## config.mk

```make
export PLATFORM = sky130hd
export DESIGN_NAME = hud_digit_writer
export DESIGN_NICKNAME = d
export VERILOG_FILES = /design/src/rtl/hud_digit_writer.sv
export SDC_FILE = /design/constraint.sdc
export NUM_CORES = 1
export LEC_CHECK = 0
export CAP_MARGIN = 30
export CORE_MARGIN = 3
export CORE_UTILIZATION = 44
export DETAILED_ROUTE_END_ITERATION = 6
export GPL_TIMING_DRIVEN = 0
export HOLD_SLACK_MARGIN = 0.03
export SKIP_CTS_REPAIR_TIMING = 1
export SYNTH_ARGS = -nofsm -noshare
export SYNTH_HDL_FRONTEND = slang
export SYNTH_SLANG_ARGS = --single-unit
```

## constraint.sdc

```tcl
create_clock -name clk -period 2.2 [get_ports clk]
set_input_delay 0.66 -clock clk [delete_from_list [all_inputs] [get_ports clk]]
set_output_delay 0.66 -clock clk [all_outputs]
set_load 0.05 [all_outputs]
```

## src/rtl/hud_digit_writer.sv

```systemverilog
// Sequential double-dabble converter that writes the decimal digits of a value into HUD slots,
// one per cycle, only while vblank is high.
module hud_digit_writer #(
  parameter int unsigned NUM_DIGITS = 13,
  parameter int unsigned VALUE_W    = 44,
  parameter bit          LEAD_BLANK = 1'b1,
  parameter logic [3:0]  BLANK_CODE = 4'hF
) (
  input  logic               clk,
  input  logic               reset,
  input  logic               start,
  input  logic [VALUE_W-1:0] value,
  input  logic               vblank,
  output logic               busy,
  output logic               done,
  output logic               ovf,
  output logic               wr_en,
  output logic [3:0]         wr_idx,
  output logic [3:0]         wr_digit
);

  localparam int unsigned BcdW = (NUM_DIGITS + 1) * 4;
  localparam int unsigned CntW = $clog2(VALUE_W);

  typedef enum logic [2:0] {StIdle, StConvert, StWaitBlank, StWrite, StFinish} state_e;

  state_e               state_q, state_d;
  logic [VALUE_W-1:0]   shift_q, shift_d;
  logic [BcdW-1:0]      bcd_q, bcd_d, bcd_adj, bcd_step;
  logic [CntW-1:0]      cnt_q, cnt_d;
  logic [3:0]           slot_q, slot_d;
  logic                 pend_q, pend_d;
  logic [VALUE_W-1:0]   pend_val_q, pend_val_d;
  logic                 busy_q, busy_d, done_q, done_d, ovf_q, ovf_d;
  logic                 wr_en_q, wr_en_d;
  logic [3:0]           wr_idx_q, wr_idx_d, wr_digit_q, wr_digit_d;
  logic [3:0]           disp [NUM_DIGITS];
  logic [3:0]           nib;
  logic                 seen;

  // One double-dabble step: add-3 correction, then shift {bcd, shift} left.
  always_comb begin
    bcd_adj = bcd_q;
    for (int i = 0; i < int'(NUM_DIGITS) + 1; i++) begin
      if (bcd_q[i*4 +: 4] >= 4'd5) bcd_adj[i*4 +: 4] = bcd_q[i*4 +: 4] + 4'd3;
    end
    bcd_step = {bcd_adj[BcdW-2:0], shift_q[VALUE_W-1]};
  end

  // Slot 0 is the most significant nibble; leading zeros blank unless overflowed.
  always_comb begin
    disp = '{default: 4'd0};
    nib  = 4'd0;
    seen = 1'b0;
    for (int s = 0; s < int'(NUM_DIGITS); s++) begin
      nib = bcd_q[(int'(NUM_DIGITS) - 1 - s)*4 +: 4];
      if (ovf_q) begin
        disp[s] = 4'd9;
      end else begin
        if (nib != 4'd0) seen = 1'b1;
        disp[s] = (LEAD_BLANK && !seen && s != int'(NUM_DIGITS) - 1) ? BLANK_CODE : nib;
      end
    end
  end

  always_comb begin
    state_d    = state_q;
    shift_d    = shift_q;
    bcd_d      = bcd_q;
    cnt_d      = cnt_q;
    slot_d     = slot_q;
    pend_d     = pend_q;
    pend_val_d = pend_val_q;
    busy_d     = busy_q;
    done_d     = 1'b0;
    ovf_d      = ovf_q;
    wr_en_d    = 1'b0;
    wr_idx_d   = wr_idx_q;
    wr_digit_d = wr_digit_q;

    if (start && state_q != StIdle && state_q != StFinish) begin
      pend_d     = 1'b1;
      pend_val_d = value;
    end

    unique case (state_q)
      StIdle: begin
        if (start) begin
          shift_d = value;
          bcd_d   = '0;
          cnt_d   = '0;
          ovf_d   = 1'b0;
          busy_d  = 1'b1;
          state_d = StConvert;
        end
      end
      StConvert: begin
        shift_d = shift_q << 1;
        bcd_d   = bcd_step;
        cnt_d   = cnt_q + 1'b1;
        if (cnt_q == CntW'(VALUE_W - 1)) begin
          ovf_d   = |bcd_step[BcdW-1 -: 4];
          state_d = StWaitBlank;
        end
      end
      StWaitBlank: begin
        if (vblank) begin
          wr_en_d    = 1'b1;
          wr_idx_d   = 4'd0;
          wr_digit_d = disp[0];
          slot_d     = 4'd1;
          state_d    = StWrite;
        end
      end
      StWrite: begin
        if (slot_q == 4'(NUM_DIGITS)) begin
          done_d  = 1'b1;
          busy_d  = 1'b0;
          state_d = StFinish;
        end else if (vblank) begin
          wr_en_d    = 1'b1;
          wr_idx_d   = slot_q;
          wr_digit_d = disp[slot_q];
          slot_d     = slot_q + 4'd1;
        end
      end
      StFinish: begin
        // A start on this cycle is newer than anything already pending.
        if (start || pend_q) begin
          shift_d = start ? value : pend_val_q;
          pend_d  = 1'b0;
          bcd_d   = '0;
          cnt_d   = '0;
          ovf_d   = 1'b0;
          busy_d  = 1'b1;
          state_d = StConvert;
        end else begin
          state_d = StIdle;
        end
      end
      default: state_d = StIdle;
    endcase
  end

  always_ff @(posedge clk) begin
    if (reset) begin
      state_q    <= StIdle;
      shift_q    <= '0;
      bcd_q      <= '0;
      cnt_q      <= '0;
      slot_q     <= 4'd0;
      pend_q     <= 1'b0;
      pend_val_q <= '0;
      busy_q     <= 1'b0;
      done_q     <= 1'b0;
      ovf_q      <= 1'b0;
      wr_en_q    <= 1'b0;
      wr_idx_q   <= 4'd0;
      wr_digit_q <= 4'd0;
    end else begin
      state_q    <= state_d;
      shift_q    <= shift_d;
      bcd_q      <= bcd_d;
      cnt_q      <= cnt_d;
      slot_q     <= slot_d;
      pend_q     <= pend_d;
      pend_val_q <= pend_val_d;
      busy_q     <= busy_d;
      done_q     <= done_d;
      ovf_q      <= ovf_d;
      wr_en_q    <= wr_en_d;
      wr_idx_q   <= wr_idx_d;
      wr_digit_q <= wr_digit_d;
    end
  end

  assign busy     = busy_q;
  assign done     = done_q;
  assign ovf      = ovf_q;
  assign wr_en    = wr_en_q;
  assign wr_idx   = wr_idx_q;
  assign wr_digit = wr_digit_q;

endmodule

```

* After elaboration in Yosys (flattened, before gate mapping) *
Index checks and enable logic that the tools add are counted.
W data, S select, Z words.

storage, ports and cells
  logic and storage cells = 196
  bits in registers = 170
  input port bits = 48
  output and inout bits = 12

operators by class
  magnitude comparators = 15
  muxes and demuxes = 109
  bitwise operators = 2
  add/sub/neg operators = 16
  reduce and logical (&&, ||, !) cells = 27
  eq/ne operators = 14

operator list
  operator               count
  $mux W4                49
  $pmux W56 S3           1
  $mux W44               3
  $pmux W44 S3           1
  $mux W56               2
  $ge A4 B3 Y1 const B   14
  $add A4 B2 Y4 const B  13
  $reduce_bool A4 Y1     12
  $mux W1                37
  $pmux W4 S2            3
  $pmux W6 S3            1
  $bmux W4 S4            1
  $reduce_and A4 Y1      4
  $mux W3                5
  $pmux W3 S5            1
  $ne A2 B2 Y1 const B   7
  $mux W6                2
  $reduce_bool A3 Y1     3
  $add A6 B1 Y6 const B  1
  $eq A3 B2 Y1 const B   2
  $eq A6 B6 Y1 const B   1
  $pmux W1 S3            2
  $ge A5 B5 Y1 const B   1
  $not A4 Y5             1
  15 further kinds       16

* Longest topological paths before layout *
Gate-level depths: netlist (run 1).

  depth after elaboration = 33
  gate-level depth with buffers = 9
  mapped depth without buffers = 9

* Worst setup path after synthesis (run 1) *
No wires, ideal clock.

  path kind = register to register
  from = register bcd_q[12]
  to = register wr_digit_q[1] (netlist: wr_digit[1])
  buffers on the path = 0
  cell stages (with the launch flop) = 10
  arrival = 2342 ps
  slack = -238 ps
  cell sequence = dfxtp_1 -> inv_1 -> ha_1 -> or3b_1 -> or4b_4 -> nor4_4 -> a31oi_1 -> a21oi_1 -> or3b_1 -> o311ai_1

on the way
  cells in the longest elaborated chain, start to end = 15

ends and longest elaborated chain
  what                                           line  text
  from (decl)                                    29    logic [BcdW-1:0] bcd_q, bcd_d, bcd_adj, bcd_step;
  from (signal assigned)                         149   bcd_q <= '0;
  from (signal assigned)                         163   bcd_q <= bcd_d;
  $reduce_bool A4 Y1 *                           60    if (nib != 4'd0) seen = 1'b1;
  $mux W1 *                                      60
  $mux W1 *                                      57    if (ovf_q) begin
  $mux W1                                        60
  $mux W1                                        57
  $mux W1                                        60
  $mux W1                                        57
  $mux W4                                        61    disp[s] = (LEAD_BLANK && !seen && s != int'(NUM_DIGITS) - 1) ? BLANK_CODE : nib;
  $mux W4                                        57
  $bmux W4 S4 *                                  123   wr_digit_d = disp[slot_q];
  $mux W4 (implied by the code) * (2 in series)  123
  $mux W4 *                                      120   end else if (vblank) begin
  $mux W4 *                                      116   if (slot_q == 4'(NUM_DIGITS)) begin
  $pmux W4 S2 *                                  86    unique case (state_q)
  to (signal assigned)                           173   wr_digit_q <= wr_digit_d;
  to (decl)                                      36    logic [3:0] wr_idx_q, wr_idx_d, wr_digit_q, wr_digit_d;

Mark *: on every way between the ends. The rest lies on a longest branch, timed or not. The select of a mux whose other input is x is not followed.
A chain may end at the register's enable or synchronous reset.

* Worst setup path in the final report (run 1) *
Same ends and word-level chain as after synthesis.

==> flow_summary.ini, run 1 <==
[status]
status = finished with violations
violations = setup timing

[layout]
layout_commonest_cell = dfxtp_1
finish.instance_area_mm2 = 0.0108
layout_common_cells = 162 x dfxtp_1, 133 x nand2_1, 122 x nor2_1, 98 x a21oi_1, 57 x o21ai_0
n_antenna_cell = 0
num-nets-final = 1278
finalCoreUtilization = 0.550
drive_above_1_share = 0.127
syn_to_final_growth_pct = 22.5

[synth]
syn_nets = 1179
synth_edf_count = 0
ys_ff_latch = 170
synth_warnings = 0
syn_avg_cell_area_um2 = 8.08
async_flop_share = 0
netlist_instances = 1089
ys_types = 62
synth_ff_type = dfxtp_1
synth_seq_area_share = 0.387
yosysTopAreaCell = dfxtp_1
syn_area_mm2 = 0.00880
ys_top_cells_by_area = dfxtp_1 39%, ha_1 6.0%, a21oi_1 5.7%
synth_top_area_frac = 0.387

[worst_setup_path]
critPathSlowestCell = or4b_4
arrival_ns = 2.96
cp-end-kind = flip-flop
max_stage_delay_ns = 0.51
critPathKind = reg2reg
start_kind = flip-flop
path_max_fanout = 4
crit_family = simple AND/OR/NAND/NOR gates
crit_required_ns = 2.54
cp_cell_sequence = inv_4 -> ha_4 -> or3b_4 -> or4b_4 -> nor4_4 -> a31oi_1 -> a21oi_1 -> or3b_1 -> o311ai_1
crit_buf_inv = 1

[timing]
hold_viol_final = 0
rsz0062_at_grt = yes
slew_violations = 0
fmax_mhz = 382
slew_headroom = 0.554
worst_slack_ns = -0.418
worst_pin_slew_ns = 0.669
finalSetupViolations = 4
fin_crit_sh = 1.19
fin_crit_ns = 2.62
fin_skew_ns = 0.0106

[placement]
place_area_mm2 = 0.00975
dp.final_hpwl_um = 18200
pre_cts_ws_ns = -1.14
place.gp.congestion = 0.918
io_buffer_count = 59

[pwr]
fin_total_pwr_mw = 6.94
pwr-share-comb = 0.098
p_int_mw = 5.00
vdd_drop_max_mv = 0.550
leakage_nw = 4.03
p_sw_mw = 1.94
powerDensity_mw_per_mm2 = 644
swShare = 0.279
seq_power_share = 0.470
power_frac_clock = 0.432

[clocking]
cts_root_buf = clkbuf_16
htreeDepth = 4
path_clk_slew_ns = 0.07
cts_tree = built
clk_latency_ns = 0.43
cts_buffer_depth = 2
cts_sinks = 170
numCtsBuffers = 17

[floorplan]
die_h_um = 147
num_rows = 51
initial_utilization = 0.449
fp.coreArea_mm2 = 0.0196
io_pins = 60
die_x_um = 147
die_area_mm2 = 0.0217

[detailed_routing]
route.detailed.drc = 0
drt-initial-drc-count = 859
dr.pass1.iters = 7
routed_wl_um = 25700
via_per_inst = 5.82
route.antenna.remaining_nets = 0
wl_per_cell_um = 17.5
via_count = 8535

[hold_path]
min_path_type = reg2reg

[flow_run]
max_cap_viol_count = 0

[global_routing]
grt_pass1_vias = 7715
grt_max_degree = 19
grt_first_pass_wirelength_um = 41300
gr-usage-all-layers = 0.233
antenna_found_initial = 0
overflow = 0
## cells in the mapped netlist, drive strengths merged (3+ instances only)
cell / count
a211oi: 48
a21oi: 101
a222oi: 43
a22oi: 39
a311oi: 3
a31oi: 5
and2: 4
clkbuf: 80
dfxtp: 170
ha: 42
inv: 33
mux2i: 3
nand2: 133
nand2b: 26
nand3: 26
nand4: 7
nor2: 125
nor2b: 5
nor3: 37
nor3b: 13
nor4: 9
o211ai: 8
o21ai: 61
o21bai: 3
o221ai: 4
o22ai: 5
o311ai: 3
o31ai: 5
or3b: 3
xnor2: 15
xor2: 3
## state kept, by name, summed over array words and instances, names as in the netlist
| name | count |
|---|---|
| wr_en | 1 |
| wr_digit | 4 |
| busy | 1 |
| bcd_q | 56 |
| wr_idx | 4 |
| state_q | 3 |
| cnt_q | 6 |
| pend_val_q | 44 |
| slot_q | 4 |
| ovf | 1 |
| done | 1 |
| pend_q | 1 |
| shift_q | 44 |
## tightest hold or removal path, delay by kind of cell (launching register included)
| kind | cells | cell delay, ns |
|---|---|---|
| flops | 1 | 0.31 |
| simple gates | 1 | 0.05 |
| compound gates | 1 | 0.05 |
## path summary, 6_finish.rpt
check,startpoint,end,slack (ns),cells past startpoint
worst max-delay path,bcd_q[12]$_SDFFE_PP0P_,wr_digit[1]$_SDFFE_PP0P_,-0.42,9
worst min-delay path,wr_idx[1]$_SDFFE_PP0P_,wr_idx[1]$_SDFFE_PP0P_,0.45,2
worst max register to register,bcd_q[12]$_SDFFE_PP0P_,wr_digit[1]$_SDFFE_PP0P_,-0.42,9
worst min register to register,wr_idx[1]$_SDFFE_PP0P_,wr_idx[1]$_SDFFE_PP0P_,0.45,2
## layer usage
metal	track usage	wire length (µm)
met4	0.0410	210
met2	0.353	11200
met5	0	0
met3	0.0414	1370
met1	0.351	12900
## area by class of cell
class	instances	area, µm²
fill	1887	8810
multi-input combinational	805	5120
sequential	170	3420
timing repair buffer	80	781
clock buffer	18	439
buffer	81	413
tap	265	332
clock inverter	14	146
inverter	33	129
## cells by family (layout without fill, tap and decap cells)
| kind of cell | Yosys count | in the layout | share of synthesized area |
|---|---|---|---|
| mux | 3 | 3 | 0.00341 |
| fa+ha+maj | 42 | 42 | 0.0597 |
| simple gates | 399 | 399 | 0.216 |
| xor+xnor | 18 | 18 | 0.0179 |
| flops | 170 | 170 | 0.387 |
| buf+inv | 114 | 226 | 0.0550 |
| compound gates | 343 | 343 | 0.262 |
## metrics by stage
| step | hold WS, ns | TNS, ns | instances |
|---|---|---|---|
| 6_report | 0.448 | -1.35 | 1466 |
| 5_1_grt | 0.478 | -1.90 | 1466 |
| 4_1_cts | 0.456 | -47.48 | 1445 |
| 3_5_place_dp | 0.446 | -103.35 | 1413 |
| 3_3_place_gp | 0.439 | -106.00 | 1413 |
| 2_1_floorplan | 0.436 | -0.278 | 1089 |
## power groups by stage
stage | Combinational, mW | Sequential [mW] | Clock (mW)
after floorplan | 0.393 | 3.32 | 0
after global placement | 0.659 | 3.34 | 0
after detailed placement | 0.661 | 3.34 | 0
after CTS | 0.663 | 3.26 | 3.05
after global routing | 0.750 | 3.27 | 3.18
final | 0.680 | 3.26 | 3.00
No activity file was read; power rests on OpenSTA's default activity.
==> inputs of run 2 (changes only) <==
Clock period 2.2 ns to 2.4 ns, I/O delays scaled along.
==> run 2 against run 1 <==
The run ends with DRC, setup timing left. Setup slack improved by 0.072 ns. Count of clock-buffer cells in the layout did not move. Via count decreased by 0.52%. Global-route usage down 0.055 points.
==> flow_summary.ini, run 2 (same netlist as run 1, synthesis figures left out) <==
[pwr]
swShare = 0.280
vdd_drop_max_mv = 0.459
powerDensity_mw_per_mm2 = 597
power_frac_clock = 0.433
seq_power_share = 0.470
pwr-share-comb = 0.097
leakage_nw = 3.79
p_int_mw = 4.59
p_sw_mw = 1.79

[worst_setup_path]
cp-end-kind = flip-flop
start_kind = flip-flop
crit_required_ns = 2.75
path_max_fanout = 5
critPathKind = reg2reg
reg2reg_slack_ns = -0.35
arrival_ns = 3.09

[detailed_routing]
wl_per_cell_um = 17.7
via_per_inst = 5.82
route.antenna.remaining_nets = 0
drt-initial-drc-count = 860
dr.pass1.iters = 7
via_count = 8491
routed_wl_um = 25800
route.detailed.drc = 3

[clocking]
numCtsBuffers = 17
clk_latency_ns = 0.43
cts_sinks = 170
htreeDepth = 4
cts_buffer_depth = 2
path_clk_slew_ns = 0.07
cts_root_buf = clkbuf_16
cts_tree = built

[layout]
layout_commonest_cell = dfxtp_1
multiInputGateArea_mm2 = 0.00510
seq_area_mm2 = 0.00341
fill_cells = 1911
largest_reg_flops = 56
layout_common_cells = 166 x dfxtp_1, 133 x nand2_1, 123 x nor2_1, 99 x a21oi_1, 57 x o21ai_0
num-nets-final = 1272
reg.largest.list = bcd_q: 56 flops, pend_val_q: 44 flops, shift_q: 44 flops
drive_above_1_share = 0.0996
largest_register = bcd_q
syn_to_final_growth_pct = 21.3
n_antenna_cell = 0

[timing]
fin_crit_sh = 1.14
holdWs_ns = 0.451
finalSetupViolations = 4
rsz0062_at_grt = yes
slew_violations = 0
fin_skew_ns = 0.0103
hold_viol_final = 0
slew_headroom = 0.432
worst_slack_ns = -0.346
fin_crit_ns = 2.75
fmax_mhz = 364
worst_pin_slew_ns = 0.852

[floorplan]
die_x_um = 147
fp.coreArea_mm2 = 0.0196
die_area_mm2 = 0.0217
num_rows = 51
die_h_um = 147
initial_utilization = 0.449
io_pins = 60

[global_routing]
antenna_found_initial = 0
gr-usage-all-layers = 0.232
grt_pass1_vias = 7689
grt_first_pass_wirelength_um = 41000
grt_max_degree = 19
overflow = 0

[placement]
pre_cts_ws_ns = -0.869
place.gp.congestion = 0.889
dp.final_hpwl_um = 18200
io_buffer_count = 59

[hold_path]
min_path_type = reg2reg

[status]
status = finished with violations
violations = DRC, setup timing

[flow_run]
max_cap_viol_count = 0
==> run 2: cell count changes in the layout (fill, tap and decap cells not counted), moves of 8 or more <==
| cell | change |
|---|---|
| clkbuf_1 | +17 |
| clkbuf_2 | -17 |
| clkdlybuf4s50_1 | +9 |
| dlymetal6s2s_1 | -9 |
| buf_4 | -8 |
==> run 2: critical path: stages, from the launching register on <==
cell,delay [ns]
dfxtp_4,0.37
inv_4,0.06
ha_4,0.12
or3b_4,0.37
or4b_4,0.52
nor4_4,0.40
a31oi_1,0.15
a21oi_1,0.18
or3b_4,0.41
o311ai_4,0.08
==> run 2: power by group through the flow <==
stage / registers, mW / clock network, mW / logic, mW
3_5_place_dp: 3.06 / 0 / 0.608
6_report: 2.99 / 2.76 / 0.621
3_3_place_gp: 3.06 / 0 / 0.601
4_1_cts: 2.99 / 2.82 / 0.609
2_1_floorplan: 3.05 / 0 / 0.360
5_1_grt: 3.01 / 2.95 / 0.683
==> run 2: worst paths after layout <==
check	from	to	cells past startpoint
setup / recovery	bcd_q[12]$_SDFFE_PP0P_	wr_digit[1]$_SDFFE_PP0P_	9
hold / removal	wr_idx[1]$_SDFFE_PP0P_	wr_idx[1]$_SDFFE_PP0P_	2
setup reg to reg	bcd_q[12]$_SDFFE_PP0P_	wr_digit[1]$_SDFFE_PP0P_	9
hold reg to reg	wr_idx[1]$_SDFFE_PP0P_	wr_idx[1]$_SDFFE_PP0P_	2
==> run 2: cell type report <==
type,count,share of cell area
buffer,81,0.0368
clock buffer,18,0.0411
clock inverter,14,0.0143
inverter,33,0.0121
multi-input combinational,805,0.478
sequential,170,0.320
tap,265,0.0311
timing repair buffer,74,0.0672
==> run 2: through the flow <==
step / std cells / utilization / cell area, µm² / total power [mW] / TNS, ns
after global placement: 1413 / 0.496 / 9720 / 3.66 / -75.15
after floorplan: 1089 / - / 8800 / 3.41 / -0.0377
after global routing: 1460 / 0.545 / 10700 / 6.64 / -1.22
after CTS: 1445 / 0.527 / 10300 / 6.43 / -25.24
final: 1460 / 0.545 / 10700 / 6.38 / -0.753
after detailed placement: 1413 / 0.496 / 9720 / 3.67 / -78.93
==> run 2: per-layer routing <==
| layer | GRT usage | up-vias | part of all wire |
|---|---|---|---|
| met5 | 0 | - | 0 |
| met4 | 0.0555 | 0 | 0.015 |
| met3 | 0.0457 | 32 | 0.059 |
| met2 | 0.341 | 270 | 0.43 |
| met1 | 0.351 | 4024 | 0.49 |
| li1 | - | 4165 | - |
